$ cat src/rtl/ib_refresh_pkg.sv
// Shared types and constants for the IB-RAM iteration refresh sequencer.
package ib_refresh_pkg;

    typedef enum logic [2:0] {
        ST_IDLE       = 3'd0,
        ST_WAIT_DRAIN = 3'd1,
        ST_ISSUE      = 3'd2,
        ST_FLUSH      = 3'd3,
        ST_DONE       = 3'd4
    } refresh_state_e;

    localparam int unsigned ITER_NUM_DEF = 16;

    localparam int unsigned WE_F0 = 0;
    localparam int unsigned WE_F1 = 1;
    localparam int unsigned WE_DN = 2;

    function automatic int unsigned iter_bw(input int unsigned iter_num);
        return (iter_num > 1) ? $clog2(iter_num) : 1;
    endfunction

    // Each iteration table occupies 2*PAGE_CNT ROM words: A half then B half.
    function automatic int unsigned rom_base(input int unsigned iter, input int unsigned page_cnt);
        return iter * 2 * page_cnt;
    endfunction

endpackage

$ cat src/rtl/ib_refresh_align_pipe.sv
// Delay line aligning page index/valid with the IB-ROM read latency; clr_i empties it.
module ib_refresh_align_pipe #(
    parameter int unsigned DEPTH   = 1,
    parameter int unsigned PAGE_BW = 6
) (
    input  logic               clk_i,
    input  logic               rst_ni,
    input  logic               clr_i,
    input  logic               vld_i,
    input  logic [PAGE_BW-1:0] page_i,
    output logic               vld_o,
    output logic [PAGE_BW-1:0] page_o
);

    logic [DEPTH-1:0]   vld_q;
    logic [PAGE_BW-1:0] page_q [DEPTH];

    always_ff @(posedge clk_i or negedge rst_ni) begin
        if (!rst_ni) begin
            vld_q <= '0;
            for (int unsigned i = 0; i < DEPTH; i++) page_q[i] <= '0;
        end else begin
            if (clr_i) begin
                vld_q <= '0;
            end else begin
                vld_q[0] <= vld_i;
                for (int unsigned i = 1; i < DEPTH; i++) vld_q[i] <= vld_q[i-1];
            end
            page_q[0] <= page_i;
            for (int unsigned i = 1; i < DEPTH; i++) page_q[i] <= page_q[i-1];
        end
    end

    assign vld_o  = vld_q[DEPTH-1];
    assign page_o = page_q[DEPTH-1];

endmodule

$ cat src/rtl/ib_ram_refresh_ctrl.sv
// Streams one iteration's IB tables from the VN/DN IB-ROMs into the IB-RAMs.
// Optional IB_REFRESH_RANGE_CHK_EN adds iteration range checking and the err port.
module ib_ram_refresh_ctrl
    import ib_refresh_pkg::*;
#(
    parameter int unsigned VN_ROM_RD_BW    = 8,
    parameter int unsigned VN_ROM_ADDR_BW  = 11,
    parameter int unsigned VN_PAGE_ADDR_BW = 6,
    parameter int unsigned DN_ROM_RD_BW    = 2,
    parameter int unsigned DN_ROM_ADDR_BW  = 11,
    parameter int unsigned DN_PAGE_ADDR_BW = 6,
    parameter int unsigned PAGE_CNT        = 64,
    parameter int unsigned ITER_NUM        = ITER_NUM_DEF,
    parameter int unsigned ROM_RD_LATENCY  = 1,
    localparam int unsigned ITER_BW        = iter_bw(ITER_NUM)
) (
    input  logic                       write_clk,
    input  logic                       rstn,
    input  logic                       refresh_req,
    input  logic [ITER_BW-1:0]         refresh_iter,
    input  logic                       refresh_abort,
    input  logic                       pipe_drained,
    output logic                       busy,
    output logic                       done,
    output logic [VN_ROM_ADDR_BW-1:0]  rom_addrA_vn,
    output logic [VN_ROM_ADDR_BW-1:0]  rom_addrB_vn,
    output logic [DN_ROM_ADDR_BW-1:0]  rom_addrA_dn,
    output logic [DN_ROM_ADDR_BW-1:0]  rom_addrB_dn,
    input  logic [VN_ROM_RD_BW-1:0]    rom_dataA_0,
    input  logic [VN_ROM_RD_BW-1:0]    rom_dataB_0,
    input  logic [VN_ROM_RD_BW-1:0]    rom_dataA_1,
    input  logic [VN_ROM_RD_BW-1:0]    rom_dataB_1,
    input  logic [DN_ROM_RD_BW-1:0]    rom_dataA_2,
    input  logic [DN_ROM_RD_BW-1:0]    rom_dataB_2,
    output logic [VN_PAGE_ADDR_BW:0]   page_addr_ram_0,
    output logic [VN_PAGE_ADDR_BW:0]   page_addr_ram_1,
    output logic [DN_PAGE_ADDR_BW:0]   page_addr_ram_2,
    output logic [VN_ROM_RD_BW-1:0]    ram_write_dataA_0,
    output logic [VN_ROM_RD_BW-1:0]    ram_write_dataB_0,
    output logic [VN_ROM_RD_BW-1:0]    ram_write_dataA_1,
    output logic [VN_ROM_RD_BW-1:0]    ram_write_dataB_1,
    output logic [DN_ROM_RD_BW-1:0]    ram_write_dataA_2,
    output logic [DN_ROM_RD_BW-1:0]    ram_write_dataB_2,
    output logic [2:0]                 ib_ram_we
`ifdef IB_REFRESH_RANGE_CHK_EN
    ,
    output logic                       err
`endif
);

    localparam int unsigned CNT_BW = $clog2(PAGE_CNT);
    localparam int unsigned VN_PW  = VN_PAGE_ADDR_BW + 1;
    localparam int unsigned DN_PW  = DN_PAGE_ADDR_BW + 1;
    localparam logic [CNT_BW-1:0] LAST_PAGE  = CNT_BW'(PAGE_CNT - 1);
    localparam logic [1:0]        FLUSH_LAST = 2'(ROM_RD_LATENCY - 1);

    refresh_state_e            state_q;
    logic [ITER_BW-1:0]        iter_q;
    logic [CNT_BW-1:0]         page_q;
    logic [1:0]                flush_q;
    logic                      busy_q, done_q;
    logic [VN_ROM_ADDR_BW-1:0] addrA_vn_q, addrB_vn_q;
    logic [DN_ROM_ADDR_BW-1:0] addrA_dn_q, addrB_dn_q;

    logic                      abort_act, issue_vld, iter_ok;
    int unsigned               addr_d;

    assign abort_act = refresh_abort && (state_q != ST_IDLE);
    assign issue_vld = (state_q == ST_ISSUE);

    always_comb begin
        addr_d = rom_base(32'(iter_q), PAGE_CNT);
        if (state_q == ST_ISSUE) addr_d = addr_d + 32'(page_q) + 32'd1;
    end

`ifdef IB_REFRESH_RANGE_CHK_EN
    logic err_q;
    assign iter_ok = (32'(refresh_iter) < ITER_NUM);
    assign err     = err_q;
`else
    assign iter_ok = 1'b1;
`endif

    always_ff @(posedge write_clk or negedge rstn) begin
        if (!rstn) begin
            state_q    <= ST_IDLE;
            iter_q     <= '0;
            page_q     <= '0;
            flush_q    <= '0;
            busy_q     <= 1'b0;
            done_q     <= 1'b0;
            addrA_vn_q <= '0;
            addrB_vn_q <= '0;
            addrA_dn_q <= '0;
            addrB_dn_q <= '0;
`ifdef IB_REFRESH_RANGE_CHK_EN
            err_q      <= 1'b0;
`endif
        end else begin
            done_q <= 1'b0;
`ifdef IB_REFRESH_RANGE_CHK_EN
            err_q  <= 1'b0;
`endif
            if (abort_act) begin
                state_q <= ST_IDLE;
                busy_q  <= 1'b0;
            end else begin
                case (state_q)
                    ST_IDLE: begin
                        if (refresh_req && !refresh_abort) begin
                            if (iter_ok) begin
                                iter_q  <= refresh_iter;
                                busy_q  <= 1'b1;
                                state_q <= ST_WAIT_DRAIN;
                            end
`ifdef IB_REFRESH_RANGE_CHK_EN
                            else err_q <= 1'b1;
`endif
                        end
                    end
                    ST_WAIT_DRAIN: begin
                        if (pipe_drained) begin
                            page_q     <= '0;
                            addrA_vn_q <= VN_ROM_ADDR_BW'(addr_d);
                            addrB_vn_q <= VN_ROM_ADDR_BW'(addr_d + PAGE_CNT);
                            addrA_dn_q <= DN_ROM_ADDR_BW'(addr_d);
                            addrB_dn_q <= DN_ROM_ADDR_BW'(addr_d + PAGE_CNT);
                            state_q    <= ST_ISSUE;
                        end
                    end
                    ST_ISSUE: begin
                        if (page_q == LAST_PAGE) begin
                            flush_q <= '0;
                            state_q <= ST_FLUSH;
                        end else begin
                            page_q     <= page_q + 1'b1;
                            addrA_vn_q <= VN_ROM_ADDR_BW'(addr_d);
                            addrB_vn_q <= VN_ROM_ADDR_BW'(addr_d + PAGE_CNT);
                            addrA_dn_q <= DN_ROM_ADDR_BW'(addr_d);
                            addrB_dn_q <= DN_ROM_ADDR_BW'(addr_d + PAGE_CNT);
                        end
                    end
                    ST_FLUSH: begin
                        if (flush_q == FLUSH_LAST) begin
                            done_q  <= 1'b1;
                            busy_q  <= 1'b0;
                            state_q <= ST_DONE;
                        end else begin
                            flush_q <= flush_q + 1'b1;
                        end
                    end
                    ST_DONE: state_q <= ST_IDLE;
                    default: state_q <= ST_IDLE;
                endcase
            end
        end
    end

    logic              wr_vld;
    logic [CNT_BW-1:0] wr_page;

    ib_refresh_align_pipe #(
        .DEPTH   (ROM_RD_LATENCY),
        .PAGE_BW (CNT_BW)
    ) u_align (
        .clk_i  (write_clk),
        .rst_ni (rstn),
        .clr_i  (abort_act),
        .vld_i  (issue_vld),
        .page_i (page_q),
        .vld_o  (wr_vld),
        .page_o (wr_page)
    );

    // Outputs follow the ROM directly on write cycles and hold the last written values otherwise.
    logic [CNT_BW-1:0]       page_hold_q;
    logic [VN_ROM_RD_BW-1:0] dA0_q, dB0_q, dA1_q, dB1_q;
    logic [DN_ROM_RD_BW-1:0] dA2_q, dB2_q;
    logic [CNT_BW-1:0]       page_cur;

    always_ff @(posedge write_clk or negedge rstn) begin
        if (!rstn) begin
            page_hold_q <= '0;
            dA0_q <= '0; dB0_q <= '0; dA1_q <= '0; dB1_q <= '0;
            dA2_q <= '0; dB2_q <= '0;
        end else if (wr_vld) begin
            page_hold_q <= wr_page;
            dA0_q <= rom_dataA_0; dB0_q <= rom_dataB_0;
            dA1_q <= rom_dataA_1; dB1_q <= rom_dataB_1;
            dA2_q <= rom_dataA_2; dB2_q <= rom_dataB_2;
        end
    end

    always_comb begin
        page_cur          = wr_vld ? wr_page     : page_hold_q;
        ram_write_dataA_0 = wr_vld ? rom_dataA_0 : dA0_q;
        ram_write_dataB_0 = wr_vld ? rom_dataB_0 : dB0_q;
        ram_write_dataA_1 = wr_vld ? rom_dataA_1 : dA1_q;
        ram_write_dataB_1 = wr_vld ? rom_dataB_1 : dB1_q;
        ram_write_dataA_2 = wr_vld ? rom_dataA_2 : dA2_q;
        ram_write_dataB_2 = wr_vld ? rom_dataB_2 : dB2_q;
        ib_ram_we         = '0;
        ib_ram_we[WE_F0]  = wr_vld;
        ib_ram_we[WE_F1]  = wr_vld;
        ib_ram_we[WE_DN]  = wr_vld;
    end

    assign page_addr_ram_0 = VN_PW'(page_cur);
    assign page_addr_ram_1 = VN_PW'(page_cur);
    assign page_addr_ram_2 = DN_PW'(page_cur);

    assign busy         = busy_q;
    assign done         = done_q;
    assign rom_addrA_vn = addrA_vn_q;
    assign rom_addrB_vn = addrB_vn_q;
    assign rom_addrA_dn = addrA_dn_q;
    assign rom_addrB_dn = addrB_dn_q;

endmodule

$ cat config.mk
export PLATFORM = sky130hd
export DESIGN_NAME = ib_ram_refresh_ctrl
export DESIGN_NICKNAME = d
export VERILOG_FILES = /design/src/rtl/ib_refresh_pkg.sv /design/src/rtl/ib_refresh_align_pipe.sv /design/src/rtl/ib_ram_refresh_ctrl.sv
export SDC_FILE = /design/constraint.sdc
export NUM_CORES = 1
export LEC_CHECK = 0
export CORE_ASPECT_RATIO = 0.7
export CORE_MARGIN = 3
export CORE_UTILIZATION = 62
export CTS_CLUSTER_SIZE = 28
export DETAILED_ROUTE_END_ITERATION = 12
export DONT_BUFFER_PORTS = 1
export PLACE_DENSITY_LB_ADDON = 0.1
export SKIP_LAST_GASP = 1
export SLEW_MARGIN = 25
export SYNTH_ARGS = -nofsm -noshare
export SYNTH_HDL_FRONTEND = slang
export SYNTH_SLANG_ARGS = --single-unit
$ cat constraint.sdc
create_clock -name write_clk -period 2.75 [get_ports write_clk]
set_input_delay 0.1375 -clock write_clk [delete_from_list [all_inputs] [get_ports write_clk]]
set_output_delay 0.1375 -clock write_clk [all_outputs]
set_load 0.1 [all_outputs]
======== After elaboration in Yosys (flattened, before gate mapping) ========
Index checks and enable logic that the tools add are counted.
cells by class
  add/sub/neg operators ................... 5
  multipliers ............................. 0
  div/mod/pow operators ................... 0
  $lt $le $gt $ge ......................... 0
  eq/ne operators ......................... 12
  shifts and indexed selects .............. 0
  muxes and demuxes ....................... 34
  bitwise logic cells ..................... 1
  reductions and logical operators ........ 14
operator list
  kind                                                  number
  two-way mux 11 bit                                    5
  case mux 11 bit (2 select lines)                      2
  two-way mux 8 bit                                     4
  two-way mux 6 bit                                     3
  two-way mux 3 bit                                     5
  != test 3 bit (second input constant)                 4
  case mux 3 bit (4 select lines)                       1
  case mux 6 bit (2 select lines)                       1
  AND reduction 4 bit                                   3
  adder 11 x 1 -> 11 bit (second input constant)        1
  adder 11 x 6 -> 11 bit                                1
  adder 11 x 7 -> 11 bit (second input constant)        1
  two-way mux 2 bit                                     4
  != test 2 bit (second input constant)                 4
  two-way mux 1 bit                                     7
  adder 6 x 1 -> 6 bit (second input constant)          1
  equality test 3 x 2 -> 1 bit (second input constant)  2
  equality test 6 bit (second input constant)           1
  AND reduction 3 bit                                   2
  nonzero test 3 bit                                    2
  case mux 2 bit (2 select lines)                       1
  nonzero test 2 bit                                    2
  equality test 3 x 1 -> 1 bit (second input constant)  1
  logical NOT 3 bit                                     1
  other kinds (6)                                       7
storage, ports and cells
  register bits after elaboration ......... 88
  latch bits .............................. 0
  RAM bits ................................ 0
  memory bits (read-only) ................. 0
  input bits .............................. 45
  output and inout bits ................... 106
  memories kept ........................... 0

======== Longest topological paths before layout ========
  word-level depth ........................ 6
  depth in mapped cells ................... 6
  gate-level depth less buffers ........... 5

======== Modules after synthesis ========
From an unflattened synthesis, not the netlist that was laid out.
second synthesis, totals
  cell total of the unflattened synthesis .. 252
  area, all modules ....................... 3369.5 sq um
modules (own cells, without submodules)
  module                 times used  cells each  area an instance (sq um)  sequential area each (sq um)
  ib_ram_refresh_ctrl    1           244         3180.6                    1726.7
  ib_refresh_align_pipe  1           8           188.9                     175.2

======== Worst setup path after synthesis ========
OpenSTA, ideal clock, no wires.
  path type ............................... register to register
  from .................................... register page_q[0]
  to ...................................... register addrA_dn_q[8], in the netlist rom_addrA_dn[8]
  arrival ................................. 2.359 ns
  data required time ...................... 2.624 ns
  path slack .............................. 0.265 ns
  cell stages (with the launch flop) ...... 7
  buffers on the path ..................... 1
  clock period less this slack ............ 2.485 ns
  cell sequence ........................... dfrtp_1 ha_1 and3_1 nand3_1 o2bb2ai_2 buf_8 mux2_4
on the way
  cells in the longest elaborated chain, start to end .. 5
  elaborated cells between the ends (all ways) .. 9
  classes of those cells .................. add/sub: 2; eq/ne: 2; mux: 4; reduce/logical: 1
ends and longest elaborated chain
  element                                       line                                                    RTL
  start: declaration                            ib_ram_refresh_ctrl.sv:59                               logic [CNT_BW-1:0] page_q;
  start signal: assignment                      ib_ram_refresh_ctrl.sv:136                              page_q <= page_q + 1'b1;
  adder 11 x 6 -> 11 bit                        ib_ram_refresh_ctrl.sv:73                               if (state_q == ST_ISSUE) addr_d = addr_d + 32'(page_q) + 32'd1;
  adder 11 x 1 -> 11 bit                        ib_ram_refresh_ctrl.sv:73
  two-way mux 11 bit                            ib_ram_refresh_ctrl.sv:73
  two-way mux 11 bit, on equally long branches  ib_ram_refresh_ctrl.sv:132, ib_ram_refresh_ctrl.sv:122
  case mux 11 bit (2 select lines)              ib_ram_refresh_ctrl.sv:108                              case (state_q)
  end signal: assignment                        ib_ram_refresh_ctrl.sv:126                              addrA_dn_q <= DN_ROM_ADDR_BW'(addr_d);
  end signal: assignment                        ib_ram_refresh_ctrl.sv:139                              addrA_dn_q <= DN_ROM_ADDR_BW'(addr_d);
  end: declaration                              ib_ram_refresh_ctrl.sv:63                               logic [DN_ROM_ADDR_BW-1:0] addrA_dn_q, addrB_dn_q;
Several ways; a longest one is shown, not always the timed one. The select of a mux whose other input is x is not followed.
A chain may end at the register's enable or synchronous reset.

======== Worst setup path after layout ========
  from .................................... register u_align.vld_q, in the netlist u_align.vld_o
  to ...................................... output page_addr_ram_0[0]
on the way
  cells in the longest elaborated chain, start to end .. 1
ends and longest elaborated chain
  element             line                         RTL
  start: declaration  ib_refresh_align_pipe.sv:15  logic [DEPTH-1:0] vld_q;
  two-way mux 6 bit   -
  end: declaration    ib_ram_refresh_ctrl.sv:35    output logic [VN_PAGE_ADDR_BW:0] page_addr_ram_0,
Every way passes these cells.

==> results.ini <==
[run_status]
status=finished clean

[worst_setup_path]
worstPathRequired_ns=2.61
critPathCaptureType=output port
critPathBufInv=0
path_max_fanout=43
slowest_stage=mux2_4
path_cells=mux2_4
max_stage_delay_ns=0.85
cp-start-kind=flop
crit_type=reg -> out
reg2reg_slack_ns=0.66
arrival_ns=2.00
cpLargestDelayFamily=multiplexers

[sta]
setup_violations=0
clock.fmax_mhz=468
min_period_ns=2.14
slew_violations=0
tightestPinTransition_ns=1.12
setup-tns-final_ns=0
rsz0062_at_grt=no
slew_headroom_pct=25.5
finClkSkew_ns=0.00514
finalHoldViolations=0
min_period_over_period_pct=77.7

[floorplanning]
die_w_um=93.7
die_h_um=67.4
die-area_mm2=0.00632
io_pins=151
placementRows=21
core_mm2=0.00499
start_util_pct=66.9

[synthesis]
syn-cell-area_mm2=0.00334
synth_edf_count=0
ys_seq_area_share_pct=56.9
syn_avg_cell_area_um2=13.7
ys_ff_latch=76
syn_inst=244
synthArstFlopShare_pct=100
synth_warnings=0
ys.flop_type=dfrtp_1
ys_types=36

[global_route]
grt-ovfl-total=0
antenna_found_initial=0
grt_pass1_wl_um=9110
grt_util_all_layers_pct=19.0
grt_max_degree=77
first_global_vias=1825

[drt]
avgRoutedWirePerCell_um=18.2
routed_wl_um=5550
ant_nets=0
drtPass1Iterations=4
vias=1709
drc=0
drtIter0Drc=86
via_per_inst=5.60

[cts]
tritoncts=yes
h-tree-depth=3
post-cts-setup-buffers=0
root_buffer=clkbuf_8
cts-buffers-inserted=9
hold_buffers=7
clock-sinks=76
clkSlewWorstSetupHoldPaths_ns=0.07
cts_buffer_depth=2
clkLatencyLatePin_ns=0.32
cts-resized-gates=0

[layout]
fin_area_mm2=0.00362
final_cell_mix=dfrtp_1, mux2_2, buf_4, mux2_4, clkbuf_8
area_growth_pct=8.46
final_nets=278
diodes=0
final_common_cell=dfrtp_1
num-fill-cells=342
drive_above_1_share_pct=49.2

[placed_design]
io_buffers=0
gp_congestion=0.796
place_hpwl_um=4040
placed_cell_area_mm2=0.00330

[flow_run]
maxCapViolCount=0

[worst_hold_path]
hold_class=in -> reg

==> routing by layer <==
| layer | part of all wire (%) | track usage [%] |
|---|---|---|
| met5 | 0 | 0 |
| met4 | 1.0 | 6.67 |
| met3 | 11 | 10.0 |
| met2 | 49 | 31.2 |
| met1 | 39 | 21.6 |
==> per-stage QoR <==
stage | worst slack (ns) | std cells | hold WS, ns | util [%]
5_1_grt | 0.504 | 305 | 0.00471 | 72.6
4_1_cts | 0.580 | 305 | 0.00503 | 72.6
6_report | 0.613 | 305 | 0.0297 | 72.6
3_5_place_dp | 0.669 | 282 | -0.156 | 66.1
3_3_place_gp | 0.700 | 280 | -0.156 | 65.3
2_1_floorplan | 0.265 | 246 | -0.158 | -
==> kinds of logic after synthesis <==
logic type	synth area share, %
flops	56.9
buf+inv	12.9
mux	20.5
simple gates	4.94
compound gates	3.86
fa+ha+maj	0.749
other cells	0.112
==> synth_stat cells, types with 2 or more instances <==
master | n | area (um2)
nand3_1 | 2 | 10.0
mux2_4 | 6 | 90.1
nand2_1 | 6 | 22.5
a21oi_1 | 3 | 15.0
inv_1 | 8 | 30.0
buf_6 | 2 | 22.5
ha_1 | 2 | 25.0
o21ai_0 | 4 | 20.0
nor2_1 | 5 | 18.8
mux2_2 | 49 | 552
buf_4 | 46 | 345
dfrtp_1 | 76 | 1900
mux2i_1 | 2 | 20.0
clkbuf_1 | 5 | 18.8
a31oi_1 | 5 | 31.3
nor3b_1 | 3 | 22.5
==> final cells by class <==
class | count | area (um2) | share of cell area (%)
clock buffer | 12 | 165 | 4.56
clock inverter | 4 | 70.1 | 1.93
inverter | 8 | 30.0 | 0.829
multi-input combinational | 108 | 1040 | 28.6
sequential | 76 | 1940 | 53.6
tap | 69 | 86.3 | 2.38
timing repair buffer | 28 | 294 | 8.11
==> path summary, 6_finish.rpt <==
path	start	end	depth (start not counted)
hold / removal	refresh_abort	done$_DFF_PN0_	2
hold reg to reg	flush_q[0]$_DFFE_PN0P_	flush_q[0]$_DFFE_PN0P_	1
min in group asynchronous	rstn	iter_q[1]$_DFFE_PN0P_	2
setup reg to reg	page_q[1]$_DFFE_PN0P_	page_q[3]$_DFFE_PN0P_	5
max in group asynchronous	rstn	page_q[1]$_DFFE_PN0P_	2
setup / recovery	u_align.vld_o$_DFF_PN0_	page_addr_ram_0[0]	1
==> registers in the layout (all words and copies together) (netlist names) <==
signal / cells
dB1_q: 8
state_q: 3
page_q: 5
flush_q: 2
dA2_q: 2
rom_addrA_dn: 6
dB2_q: 2
dA1_q: 8
dB0_q: 8
busy: 1
iter_q: 4
done: 1
page_hold_q: 6
u_align.vld_o: 1
dA0_q: 8
u_align.page_o: 6
rom_addrB_dn: 5
Power is not shown: default switching activity piles up to over one toggle a cycle in this logic, so the estimate is an artifact.
